--- src/rtl/alu_exec_ctrl.sv ---
// alu_exec_ctrl: execute-stage controller that decodes one MIPS32
// instruction, drives an external ALU and presents writeback/branch results.
module alu_exec_ctrl (
   input  logic        Clk,
   input  logic        Rst_n,
   input  logic        In_Valid,
   output logic        In_Ready,
   input  logic [31:0] Instr,
   input  logic [31:0] Rs_Data,
   input  logic [31:0] Rt_Data,
   input  logic [31:0] Pc,
   output logic [31:0] Op_1,
   output logic [31:0] Op_2,
   output logic [3:0]  Op_Alu,
   input  logic [31:0] Res,
   input  logic        ZF,
   output logic        Out_Valid,
   input  logic        Out_Ready,
   output logic        Wr_En,
   output logic [4:0]  Wr_Reg,
   output logic [31:0] Wr_Data,
   output logic        Br_Taken,
   output logic [31:0] Br_Target,
   output logic        Illegal
);

   typedef enum logic [1:0] {
      IDLE = 2'd0,
      EXEC = 2'd1,
      DONE = 2'd2
   } state_t;

   typedef enum logic [1:0] {
      K_ALU = 2'd0,
      K_BEQ = 2'd1,
      K_BNE = 2'd2,
      K_ILL = 2'd3
   } kind_t;

   localparam logic [3:0] ALU_AND = 4'b0000;
   localparam logic [3:0] ALU_OR  = 4'b0001;
   localparam logic [3:0] ALU_ADD = 4'b0010;
   localparam logic [3:0] ALU_SUB = 4'b0110;
   localparam logic [3:0] ALU_SLT = 4'b0111;
   localparam logic [3:0] ALU_SLL = 4'b1111;

   localparam logic [5:0] OP_RTYPE = 6'h00;
   localparam logic [5:0] OP_BEQ   = 6'h04;
   localparam logic [5:0] OP_BNE   = 6'h05;
   localparam logic [5:0] OP_ADDI  = 6'h08;
   localparam logic [5:0] OP_SLTI  = 6'h0A;
   localparam logic [5:0] OP_ANDI  = 6'h0C;
   localparam logic [5:0] OP_ORI   = 6'h0D;

   localparam logic [5:0] F_SLL = 6'h00;
   localparam logic [5:0] F_ADD = 6'h20;
   localparam logic [5:0] F_SUB = 6'h22;
   localparam logic [5:0] F_AND = 6'h24;
   localparam logic [5:0] F_OR  = 6'h25;
   localparam logic [5:0] F_SLT = 6'h2A;

   state_t state;
   state_t state_nxt;
   kind_t  kind;
   kind_t  d_kind;

   logic        accept;
   logic [5:0]  opc;
   logic [5:0]  fn;
   logic [4:0]  rt;
   logic [4:0]  rd;
   logic [4:0]  sh;
   logic [15:0] imm;
   logic [31:0] imm_se;
   logic [31:0] imm_ze;
   logic [31:0] br_tgt;
   logic        unused_rs;

   logic [3:0]  r_alu;
   logic        r_ok;
   logic [3:0]  i_alu;
   logic [31:0] i_op2;
   logic        i_ok;

   logic [31:0] d_op1;
   logic [31:0] d_op2;
   logic [3:0]  d_alu;
   logic [4:0]  d_wr_reg;
   logic        d_wr_en;

   assign opc    = Instr[31:26];
   assign rt     = Instr[20:16];
   assign rd     = Instr[15:11];
   assign sh     = Instr[10:6];
   assign fn     = Instr[5:0];
   assign imm    = Instr[15:0];
   assign imm_se = {{16{imm[15]}}, imm};
   assign imm_ze = {16'h0000, imm};
   assign br_tgt = Pc + 32'd4 + {imm_se[29:0], 2'b00};

   // rs arrives pre-read as Rs_Data; the index itself is not needed
   assign unused_rs = ^Instr[25:21];

   assign accept = (state == IDLE) && In_Valid;

   always_ff @(posedge Clk) begin
      if (!Rst_n) begin
         state <= IDLE;
      end else begin
         state <= state_nxt;
      end
   end

   always_comb begin
      state_nxt = state;
      unique case (state)
         IDLE:    if (In_Valid) state_nxt = EXEC;
         EXEC:    state_nxt = DONE;
         DONE:    if (Out_Ready) state_nxt = IDLE;
         default: state_nxt = IDLE;
      endcase
   end

   always_comb begin
      In_Ready  = (state == IDLE);
      Out_Valid = (state == DONE);
   end

   always_comb begin
      r_alu = ALU_ADD;
      r_ok  = 1'b1;
      unique case (1'b1)
         fn == F_ADD: r_alu = ALU_ADD;
         fn == F_SUB: r_alu = ALU_SUB;
         fn == F_AND: r_alu = ALU_AND;
         fn == F_OR:  r_alu = ALU_OR;
         fn == F_SLT: r_alu = ALU_SLT;
         (fn == F_SLL) && (sh == 5'd1):
            r_alu = ALU_SLL;
         default: r_ok = 1'b0;
      endcase
   end

   always_comb begin
      i_alu = ALU_ADD;
      i_op2 = imm_se;
      i_ok  = 1'b1;
      unique case (1'b1)
         opc == OP_ADDI: i_alu = ALU_ADD;
         opc == OP_SLTI: i_alu = ALU_SLT;
         opc == OP_ANDI: begin
            i_alu = ALU_AND;
            i_op2 = imm_ze;
         end
         opc == OP_ORI: begin
            i_alu = ALU_OR;
            i_op2 = imm_ze;
         end
         default: i_ok = 1'b0;
      endcase
   end

   always_comb begin
      d_op1    = '0;
      d_op2    = '0;
      d_alu    = ALU_ADD;
      d_wr_reg = '0;
      d_wr_en  = 1'b0;
      d_kind   = K_ILL;
      unique case (1'b1)
         (opc == OP_RTYPE) && r_ok: begin
            d_op1    = Rs_Data;
            d_op2    = Rt_Data;
            d_alu    = r_alu;
            d_wr_reg = rd;
            d_wr_en  = 1'b1;
            d_kind   = K_ALU;
         end
         i_ok: begin
            d_op1    = Rs_Data;
            d_op2    = i_op2;
            d_alu    = i_alu;
            d_wr_reg = rt;
            d_wr_en  = 1'b1;
            d_kind   = K_ALU;
         end
         (opc == OP_BEQ) || (opc == OP_BNE): begin
            d_op1  = Rs_Data;
            d_op2  = Rt_Data;
            d_alu  = ALU_SUB;
            d_kind = (opc == OP_BEQ) ? K_BEQ : K_BNE;
         end
         default: ;
      endcase
   end

   // decode fields load on accept; ALU outcome loads at the end of EXEC
   always_ff @(posedge Clk) begin
      if (!Rst_n) begin
         Op_1      <= '0;
         Op_2      <= '0;
         Op_Alu    <= ALU_ADD;
         Wr_En     <= 1'b0;
         Wr_Reg    <= '0;
         Wr_Data   <= '0;
         Br_Taken  <= 1'b0;
         Br_Target <= '0;
         Illegal   <= 1'b0;
         kind      <= K_ALU;
      end else begin
         if (accept) begin
            Op_1      <= d_op1;
            Op_2      <= d_op2;
            Op_Alu    <= d_alu;
            Wr_En     <= d_wr_en;
            Wr_Reg    <= d_wr_reg;
            Br_Target <= br_tgt;
            Illegal   <= (d_kind == K_ILL);
            kind      <= d_kind;
         end
         if (state == EXEC) begin
            Wr_Data  <= Res;
            Br_Taken <= ((kind == K_BEQ) && ZF) ||
                        ((kind == K_BNE) && !ZF);
         end
      end
   end

endmodule

--- config.mk ---
export PLATFORM = sky130hd
export DESIGN_NAME = alu_exec_ctrl
export DESIGN_NICKNAME = d
export VERILOG_FILES = /design/src/rtl/alu_exec_ctrl.sv
export SDC_FILE = /design/constraint.sdc
export NUM_CORES = 1
export LEC_CHECK = 0
export ABC_CLOCK_PERIOD_IN_PS = 3400
export CAP_MARGIN = 20
export CELL_PAD_IN_SITES_DETAIL_PLACEMENT = 1
export CELL_PAD_IN_SITES_GLOBAL_PLACEMENT = 1
export CORE_MARGIN = 2
export CORE_UTILIZATION = 27
export CTS_BUF_LIST = sky130_fd_sc_hd__clkbuf_16
export DETAILED_ROUTE_END_ITERATION = 10
export PLACE_DENSITY_LB_ADDON = 0.1
export SLEW_MARGIN = 20
export SYNTH_ARGS = -nofsm -noshare
export SYNTH_HDL_FRONTEND = slang
export SYNTH_SLANG_ARGS = --single-unit
--- constraint.sdc ---
create_clock -name Clk -period 3.4 [get_ports Clk]
set_input_delay 1.02 -clock Clk [delete_from_list [all_inputs] [get_ports Clk]]
set_output_delay 1.02 -clock Clk [all_outputs]
set_load 0.05 [all_outputs]
==> results of run 1 <==
==> stage by stage <==
stage / setup TNS (ps) / hold slack (ps) / area (um2) / instances / total power [W]
detailed placement: -8990 / 443 / 11200 / 1507 / 0.00350
floorplan: 0 / 526 / 6950 / 809 / 0.00274
global route: -89.5 / 479 / 12200 / 1547 / 0.00570
CTS: 0 / 454 / 11900 / 1544 / 0.00542
global placement: -8440 / 435 / 11200 / 1507 / 0.00348
finish: 0 / 449 / 12200 / 1547 / 0.00544
==> power by group <==
part           switching (W)  internal [W]
Sequential         0.0000515       0.00178
Combinational       0.000957      0.000805
Clock               0.000870      0.000975
Total                0.00188       0.00356
==> worst max path at each step <==
stage / start / endpoint / slack [ps] / cells after the start
2_1_floorplan: Instr[1] / Br_Target[31] / 40 / 11
6_report: Instr[9] / Br_Target[28] / 80 / 11
3_3_place_gp: Instr[1] / Br_Target[19] / -600 / 12
4_1_cts: Pc[10] / Br_Target[28] / 2 / 12
5_1_grt: Instr[3] / Br_Target[29] / -40 / 12
3_5_place_dp: Instr[1] / Br_Target[19] / -650 / 12
==> critical path: cells and delay by family <==
family	cells	cell delay, ps
simple gates	2	440
buf+inv	1	530
fa+ha+maj	2	490
compound gates	6	1180
==> sequential cells by signal, indices dropped and copies added, names as in the netlist <==
signal / cells
Wr_En: 1
Op_2: 32
state: 2
Br_Taken: 1
kind: 2
Wr_Reg: 5
Op_1: 32
Illegal: 1
Wr_Data: 32
Op_Alu: 4
Br_Target: 32
==> cell type report <==
cell class / instances / area (um2) / share of cell area, %
Timing Repair Buffer: 424 / 4040 / 33.1
Clock buffer: 17 / 425 / 3.48
Multi-Input combinational cell: 608 / 4290 / 35.1
Inverter: 8 / 30.0 / 0.246
Clock inverter: 15 / 145 / 1.19
Sequential cell: 144 / 2880 / 23.6
Tap cell: 330 / 413 / 3.38
Antenna cell: 1 / 2.50 / 0.0205
==> what timing repair did <==
action                     CTS  global route
buffers inserted             5             2
gates resized for setup     32            35
gates cloned                 0             0
pin swaps                   31            15
hold endpoints to repair     0             0
setup endpoints to repair   12            13
==> placed cells by master, fill, tap and decap left out, types with 6 or more instances in the layout <==
cell	Yosys	layout
clkdlybuf4s50_1	0	293
dfxtp_1	144	144
nand2_1	146	144
buf_4	3	114
a21oi_1	94	89
nor2_1	57	54
a22o_1	35	35
ha_1	57	34
o21ai_0	36	32
nor3_1	29	29
ha_4	0	22
a221oi_1	21	21
clkbuf_16	0	17
xnor2_1	18	15
a21o_1	13	13
buf_12	0	8
nand4_1	7	7
a21oi_2	3	7
nand3_1	7	7
inv_1	7	7
o21ai_1	4	6
nor2b_1	7	6
xor2_1	7	6
==> cells by family (layout without fill, tap and decap cells) <==
kind of cell,after synthesis,count (layout),share of synthesized area [%]
other cells,0,1,0
simple gates,278,278,17.3
xor+xnor,25,25,3.15
mux,1,1,0.144
compound gates,246,246,24.0
flops,144,144,41.5
fa+ha+maj,58,58,10.5
buf+inv,57,464,3.37
==> metal layers <==
| layer | vias to the layer above | part of all wire (%) |
|---|---|---|
| met5 | - | 0.046 |
| met4 | 2 | 2.3 |
| met3 | 37 | 5.4 |
| met2 | 197 | 48 |
| met1 | 3559 | 44 |
| li1 | 3702 | - |
==> impl_metrics.yaml, run 1 <==
setup_path:
  path_cells: "clkdlybuf4s50_1 -> ha_4 -> ha_4 -> a21oi_2 -> o21ai_2 -> and4_1 -> o41a_1 -> nor3_4 -> o41ai_4 -> a211o_1 -> o211ai_1"
  ff2ff_path_depth: 6
  cp-start-kind: "primary input"
  rrSetupSlack_ps: 1460
  r2r-end: "Br_Target[7]"
  criticalPathCategory: "in -> reg"
  end_kind: "flop"
  critPathMaxFanout: 4
  rr_startpoint: "state[1]"
  cp_common_cell: "ha_4"
  slowest_stage: "clkdlybuf4s50_1"
  worstPathRequired_ps: 3750
  critPathArrivalTime_ps: 3660
  max_stage_delay_ps: 530
route:
  drcViolationCount: 0
  vias: 7497
  dr.pass1.iters: 4
  ant_nets: 0
  drt_iter0_markers: 335
  wl_per_cell_um: 18.2
  wl_mm: 28.2
  avgViaCountPerCell: 4.85
clock_tree:
  cts_root_buffer: "clkbuf_16"
  clk_pin_slew_ps: 70
  clock_latency_ps: 430
  cts_tree: "done"
  ctsHoldBuffers: 0
  numCtsBuffers: 17
  clk_path_buf_depth: 2
  cts-htree-levels: 4
  cts_sinks: 144
timing:
  fin_skew_ps: 15.1
  setup_violations: 0
  setup_ws_ps: 82.4
  period_minus_slack_ps: 3320
  period_share_pct: 97.6
  relSlewSlack_pct: 54.9
  drv_slew: 0
  hold_viol: 0
  timing.fmax_ghz: 0.301
  grt_setup_unrepaired: "true"
  worst_pin_slew_ps: 674
worst_hold_path:
  worstHoldEndpoint: "Br_Target[31]"
  min_path_cells: 2
  hold_class: "reg -> reg"
  hp-start: "Br_Target[31]"
global_routing:
  busiest_layer: "met2"
  use_met3_pct: 4.17
  gr-total-overflow: 0
  grt_util_met2_pct: 34.6
  grt_usage_pct: 20.0
  grt_use_met1_pct: 24.9
  grt_pass1_wl_mm: 41.9
  grt_pass1_vias: 7625
  grt_max_degree: 76
  antenna_found_initial: 2
yosys:
  ys_seq_area_share_pct: 41.5
  synth_most_common_cell: "nand2_1"
  ys_top_cells_by_count: "nand2_1 (146), dfxtp_1 (144), a21oi_1 (94)"
  synth.net_count: 1032
  synth-seq-cells: 144
  netlist.area_leader.share_pct: 41.5
  yosys.area.top_type: "dfxtp_1"
  syn_area_per_cell_um2: 8.59
  netlist_area_um2: 6950
  synth-edff-count: 0
  synthCells: 809
  yosys-top-cells-area: "dfxtp_1 (41%), ha_1 (10%), nand2_1 (7.9%)"
  async_flop_share_pct: 0
  synth_flop_cell: "dfxtp_1"
  yosysWarningCount: 0
  yosysUniqueCellTypes: 61
place:
  hpwlAfterDp_mm: 20.9
  place.gp.congestion: 0.828
  portBuffers: 301
  pre_cts_ws_ps: -647
layout:
  areaGrowthSynthToFinish_pct: 75.9
  fin_nets: 1426
  finish.utilization_pct: 48.4
  fillers: 2899
  final_layout_size_suffix_gt1_share_pct: 18.6
pwr:
  ir_worst_vdd_v: 0.000204
  p_leak_nw: 4.79
  p_per_area_nw_per_um2: 445
floorplanning:
  die_h_um: 164
  core_area_um2: 25300
  fp.dieW_um: 164
  die-area_um2: 27000
  num_rows: 58
  initial_core_util_pct: 27.5
  io_pins: 307
run:
  drv_cap: 0
run_status:
  outcome: "completed"
(Power assumes the default switching activity.)
==> run 2, diff against run 1 <==
--- a/config.mk
+++ b/config.mk
@@ -13,8 +13,8 @@
 export CORE_UTILIZATION = 27
 export CTS_BUF_LIST = sky130_fd_sc_hd__clkbuf_16
 export DETAILED_ROUTE_END_ITERATION = 10
+export GPL_TIMING_DRIVEN = 0
 export PLACE_DENSITY_LB_ADDON = 0.1
-export SLEW_MARGIN = 20
 export SYNTH_ARGS = -nofsm -noshare
 export SYNTH_HDL_FRONTEND = slang
 export SYNTH_SLANG_ARGS = --single-unit
==> impl_metrics.yaml, run 2 (synthesis gave the netlist of run 1 again) <==
clock_tree:
  clock_latency_ps: 420
  cts_tree: "done"
  numCtsBuffers: 17
  cts_root_buffer: "clkbuf_16"
  ctsHoldBuffers: 0
  cts-htree-levels: 4
  clk_pin_slew_ps: 70
  cts_sinks: 144
  clk_path_buf_depth: 2
route:
  vias: 7202
  wl_per_cell_um: 18.8
  wl_mm: 28.1
  drcViolationCount: 0
  ant_nets: 0
  dr.pass1.iters: 4
  drt_iter0_markers: 297
  avgViaCountPerCell: 4.82
pwr:
  netSwitchingFraction_pct: 34.3
  comb_power_share_pct: 30.0
  power_w: 0.00533
  clockPowerShare_pct: 35.6
  p_per_area_nw_per_um2: 465
  ir_worst_vdd_v: 0.000239
  power.share.sequential_pct: 34.4
  p_int_w: 0.00350
  p_leak_nw: 4.37
  switchingPower_w: 0.00183
setup_path:
  cp.buffers_inverters: 2
  critPathArrivalTime_ps: 3630
  path_cells: "clkdlybuf4s50_1 -> ha_1 -> ha_4 -> nand2_1 -> o21ai_2 -> and4_1 -> o41a_1 -> nor3_4 -> o41ai_4 -> buf_4 -> a221o_1"
  slowest_stage: "o41a_1"
  criticalPathCategory: "in -> reg"
  cp-start-kind: "primary input"
  critPathMaxFanout: 5
  end_kind: "flop"
  worstPathRequired_ps: 3710
  max_stage_delay_ps: 470
  cp_top_family: "compound AO/OA/AOI/OAI gates"
  critical_path_cell_count: 11
  ff2ff_path_depth: 7
global_routing:
  grt_pass1_vias: 7302
  grt_pass1_wl_mm: 41.4
  grt_usage_pct: 19.9
  gr-total-overflow: 0
  grt_util_met2_pct: 34.0
  busiest_layer: "met2"
  antenna_found_initial: 1
  grt_max_degree: 19
  use_met3_pct: 4.14
  grt_use_met1_pct: 25.7
floorplanning:
  fp.dieW_um: 164
  io_pins: 307
  initial_core_util_pct: 27.5
  die-area_um2: 27000
  num_rows: 58
  core_area_um2: 25300
  die_h_um: 164
layout:
  layout_commonest_cell: "clkdlybuf4s50_1"
  final-instance-count-excl-fill: 1494
  finish.utilization_pct: 45.4
  areaGrowthSynthToFinish_pct: 65.1
  final_cell_mix: "clkdlybuf4s50_1 (280), nand2_1 (145), dfxtp_1 (144), a21oi_1 (89), nor2_1 (57)"
  final_layout_size_suffix_gt1_share_pct: 10.6
  fillers: 2950
  fin_nets: 1373
  design_area_um2: 11500
timing:
  relSlewSlack_pct: 52.1
  drv_slew: 0
  timing.fmax_ghz: 0.301
  worst_pin_slew_ps: 719
  period_share_pct: 97.7
  setup_violations: 0
  holdWs_ps: 447
  fin_skew_ps: 9.88
  period_minus_slack_ps: 3320
  hold_viol: 0
place:
  place.gp.congestion: 0.815
  post_dp_cell_area_um2: 10400
  hpwlAfterDp_mm: 21.8
  dp.cells: 1440
  portBuffers: 301
worst_hold_path:
  hold_class: "reg -> reg"
  min_path_cells: 2
run_status:
  outcome: "completed"
run:
  drv_cap: 0
-- run 2: cell types whose count changed in the layout (fill, tap and decap cells not counted), sizes merged --
cell	before	now
buf	123	37
bufinv	0	1
clkbuf	17	54
clkdlybuf4s50	293	280
clkinvlp	1	3
dlygate4sd2	5	11
dlymetal6s2s	3	6
inv	18	15
-- run 2: area by class of cell --
class,instances,area [um2],area share (%)
sequential,144,2880,25.1
buffer,49,206,1.80
clock inverter,15,168,1.46
inverter,8,30.0,0.262
multi-input combinational,608,4180,36.4
timing repair buffer,322,3170,27.6
antenna,1,2.50,0.0218
clock buffer,17,425,3.71
tap,330,413,3.60
-- run 2: power groups by stage --
stage / Sequential (W) / Clock, W / Combinational (W)
final: 0.00184 / 0.00190 / 0.00160
after floorplan: 0.00218 / 0 / 0.000559
after global routing: 0.00185 / 0.00202 / 0.00172
after CTS: 0.00184 / 0.00195 / 0.00154
after global placement: 0.00187 / 0 / 0.00146
after detailed placement: 0.00187 / 0 / 0.00146
-- run 2: per-stage QoR --
stage	TNS (ps)	setup slack, ps
after floorplan	0	38.6
after global placement	-37230	-1200
after detailed placement	-39160	-1210
after CTS	0	3.78
after global routing	-49.7	-35.8
final	0	78.8
-- run 2: timing repair --
item / CTS / global route
resized for setup: 54 / 39
endpoints found under the hold margin: 0 / 0
endpoints found under the setup margin: 34 / 13
pin swaps: 24 / 21
setup buffers: 10 / 11
-- run 2: worst reg2reg max path, stage by stage, from the launching register on --
cell	delay (ps)
dfxtp_1	330
nor2_1	280
and2_1	180
clkbuf_1	190
clkbuf_1	450
clkbuf_1	530
nand2_1	130
a21oi_1	160
-- run 2: metal layers --
layer / routed length [um] / vias to the layer above / share of wire [%]
met4: 291 / 2 / 1.0
met1: 12700 / 3401 / 45
met5: 13 / - / 0.046
li1: - / 3589 / -
met2: 13500 / 191 / 48
met3: 1560 / 19 / 5.5
-- run 2: worst paths after layout --
kind,from,end,slack [ps]
hold / removal,Br_Target[31],Br_Target[31],450
hold reg to reg,Br_Target[31],Br_Target[31],450
setup reg to reg,state[1],Br_Target[3],1080
setup / recovery,Pc[10],Br_Target[24],80
==> run 3, diff against run 2 <==
--- a/config.mk
+++ b/config.mk
@@ -10,10 +10,11 @@
 export CELL_PAD_IN_SITES_DETAIL_PLACEMENT = 1
 export CELL_PAD_IN_SITES_GLOBAL_PLACEMENT = 1
 export CORE_MARGIN = 2
-export CORE_UTILIZATION = 27
-export CTS_BUF_LIST = sky130_fd_sc_hd__clkbuf_16
+export CORE_UTILIZATION = 28
+export CTS_BUF_LIST = sky130_fd_sc_hd__clkbuf_8
 export DETAILED_ROUTE_END_ITERATION = 10
 export GPL_TIMING_DRIVEN = 0
+export HOLD_SLACK_MARGIN = 0.15
 export PLACE_DENSITY_LB_ADDON = 0.1
 export SYNTH_ARGS = -nofsm -noshare
 export SYNTH_HDL_FRONTEND = slang
==> impl_metrics.yaml, run 3 (synthesis gave the netlist of run 1 again) <==
clock_tree:
  cts_root_buffer: "clkbuf_8"
  clk_path_buf_depth: 2
  cts_tree: "done"
  clk_pin_slew_ps: 90
  numCtsBuffers: 17
  clock_latency_ps: 460
  ctsHoldBuffers: 0
  cts-htree-levels: 4
  cts_sinks: 144
route:
  dr.pass1.iters: 4
  ant_nets: 0
  avgViaCountPerCell: 4.88
  drt_iter0_markers: 274
  vias: 7229
  wl_mm: 27.4
  drcViolationCount: 0
  wl_per_cell_um: 18.5
pwr:
  power.share.sequential_pct: 38.2
  p_leak_nw: 4.25
  p_per_area_nw_per_um2: 431
  p_int_w: 0.00308
  switchingPower_w: 0.00173
  ir_worst_vdd_v: 0.000174
  netSwitchingFraction_pct: 36.0
  comb_power_share_pct: 32.4
  power_w: 0.00481
  clockPowerShare_pct: 29.4
layout:
  layout_commonest_cell: "clkdlybuf4s50_1"
  fillers: 2832
  finish.utilization_pct: 45.9
  areaGrowthSynthToFinish_pct: 60.5
  design_area_um2: 11200
  final_cell_mix: "clkdlybuf4s50_1 (285), nand2_1 (146), dfxtp_1 (144), a21oi_1 (88), nor2_1 (57)"
  final_layout_size_suffix_gt1_share_pct: 9.00
  fin_nets: 1366
timing:
  period_minus_slack_ps: 3340
  setup_violations: 0
  drv_slew: 0
  relSlewSlack_pct: 51.9
  fin_skew_ps: 20.7
  worst_pin_slew_ps: 722
  timing.fmax_ghz: 0.300
  setup_tns_ps: 0
  period_share_pct: 98.1
  setup_ws_ps: 63.0
  hold_viol: 0
setup_path:
  slowest_stage: "clkdlybuf4s50_1"
  critPathMaxFanout: 5
  cp-start-kind: "primary input"
  criticalPathCategory: "in -> reg"
  rrSetupSlack_ps: 1080
  worstPathRequired_ps: 3740
  max_stage_delay_ps: 470
  end_kind: "flop"
  r2r-end: "Br_Target[17]"
  critPathArrivalTime_ps: 3680
  path_cells: "clkdlybuf4s50_1 -> ha_1 -> ha_2 -> nand4_1 -> a211oi_2 -> o41a_1 -> nor3_4 -> o41ai_4 -> nor2_1 -> a221o_1"
  ff2ff_path_depth: 7
  rr_startpoint: "state[1]"
place:
  hpwlAfterDp_mm: 21.4
  place.gp.congestion: 0.841
  post_dp_cell_area_um2: 10400
  pre_cts_ws_ps: -1170
  portBuffers: 301
global_routing:
  grt_use_met1_pct: 25.6
  grt_pass1_vias: 7429
  grt_usage_pct: 20.8
  use_met3_pct: 3.67
  antenna_found_initial: 2
  grt_util_met2_pct: 36.0
  grt_max_degree: 19
  gr-total-overflow: 0
  busiest_layer: "met2"
  grt_pass1_wl_mm: 42.1
floorplanning:
  num_rows: 57
  io_pins: 307
  initial_core_util_pct: 28.6
  die-area_um2: 26100
  core_area_um2: 24300
  fp.dieW_um: 162
  die_h_um: 162
worst_hold_path:
  hp-start: "Br_Target[8]"
  min_path_cells: 2
  hold_class: "reg -> reg"
  worstHoldEndpoint: "Br_Target[8]"
run_status:
  outcome: "completed"
run:
  drv_cap: 0
## run 3: changes by cell type in the layout (fill, tap and decap cells not counted), sizes merged
cell,delta
clkinvlp,-2
clkbuf,+2
inv,+1
dlygate4sd2,-4
clkinv,-1
dlymetal6s2s,+1
diode,+1
buf,-9
clkdlybuf4s50,+5
## run 3: worst max-delay path by stage
| stage | start | endpoint | slack [ps] | cells after the start |
|---|---|---|---|---|
| floorplan | Instr[1] | Br_Target[31] | 40 | 11 |
| global placement | Instr[15] | Br_Target[31] | -1170 | 11 |
| detailed placement | Instr[15] | Br_Target[31] | -1170 | 11 |
| CTS | Instr[7] | Br_Target[28] | 4 | 11 |
| global route | Instr[0] | Br_Target[17] | -40 | 15 |
| finish | Pc[5] | Br_Target[24] | 60 | 10 |
## run 3: cell type report
type | count | area (um2) | share of cell area, %
well taps | 324 | 405 | 3.63
repair buffers | 315 | 3120 | 28.0
diodes | 2 | 5.00 | 0.0448
inverters | 8 | 30.0 | 0.269
plain buffers | 49 | 204 | 1.83
clock inverters | 13 | 138 | 1.23
multi-input cells | 608 | 4110 | 36.9
flip-flops and latches | 144 | 2880 | 25.8
clock buffers | 19 | 262 | 2.34
## run 3: per-layer routing
layer / routed length (um) / part of all wire [%]
met1: 12000 / 44
met2: 13300 / 49
met3: 1250 / 4.5
met4: 891 / 3.2
met5: 0 / 0
## run 3: power by group through the flow
stage | Clock, W | Sequential [W] | Combinational, W
after floorplan | 0 | 0.00218 | 0.000559
after global placement | 0 | 0.00187 | 0.00145
after detailed placement | 0 | 0.00187 | 0.00145
after CTS | 0.00147 | 0.00184 | 0.00152
after global routing | 0.00155 | 0.00185 | 0.00168
final | 0.00141 | 0.00183 | 0.00156
## run 3: metrics by stage
step | instances | hold WS (ps)
4_1_cts | 1474 | 461
2_1_floorplan | 809 | 526
6_report | 1482 | 455
3_3_place_gp | 1434 | 435
5_1_grt | 1482 | 474
3_5_place_dp | 1434 | 441
## run 3: worst max-delay path, delay by kind of cell
| kind | cells | cell delay (ps) |
|---|---|---|
| AOI/OAI and AO/OA | 4 | 1170 |
| adders and majority gates | 2 | 630 |
| buffers and inverters | 1 | 470 |
| and+or+nand+nor | 3 | 390 |
## run 3: what timing repair did
item | 4_1_cts | 5_1_grt
endpoints found under the setup margin | 17 | 25
resized for setup | 34 | 33
buffers inserted | 8 | 6
cloned | 0 | 0
pin swaps | 19 | 25
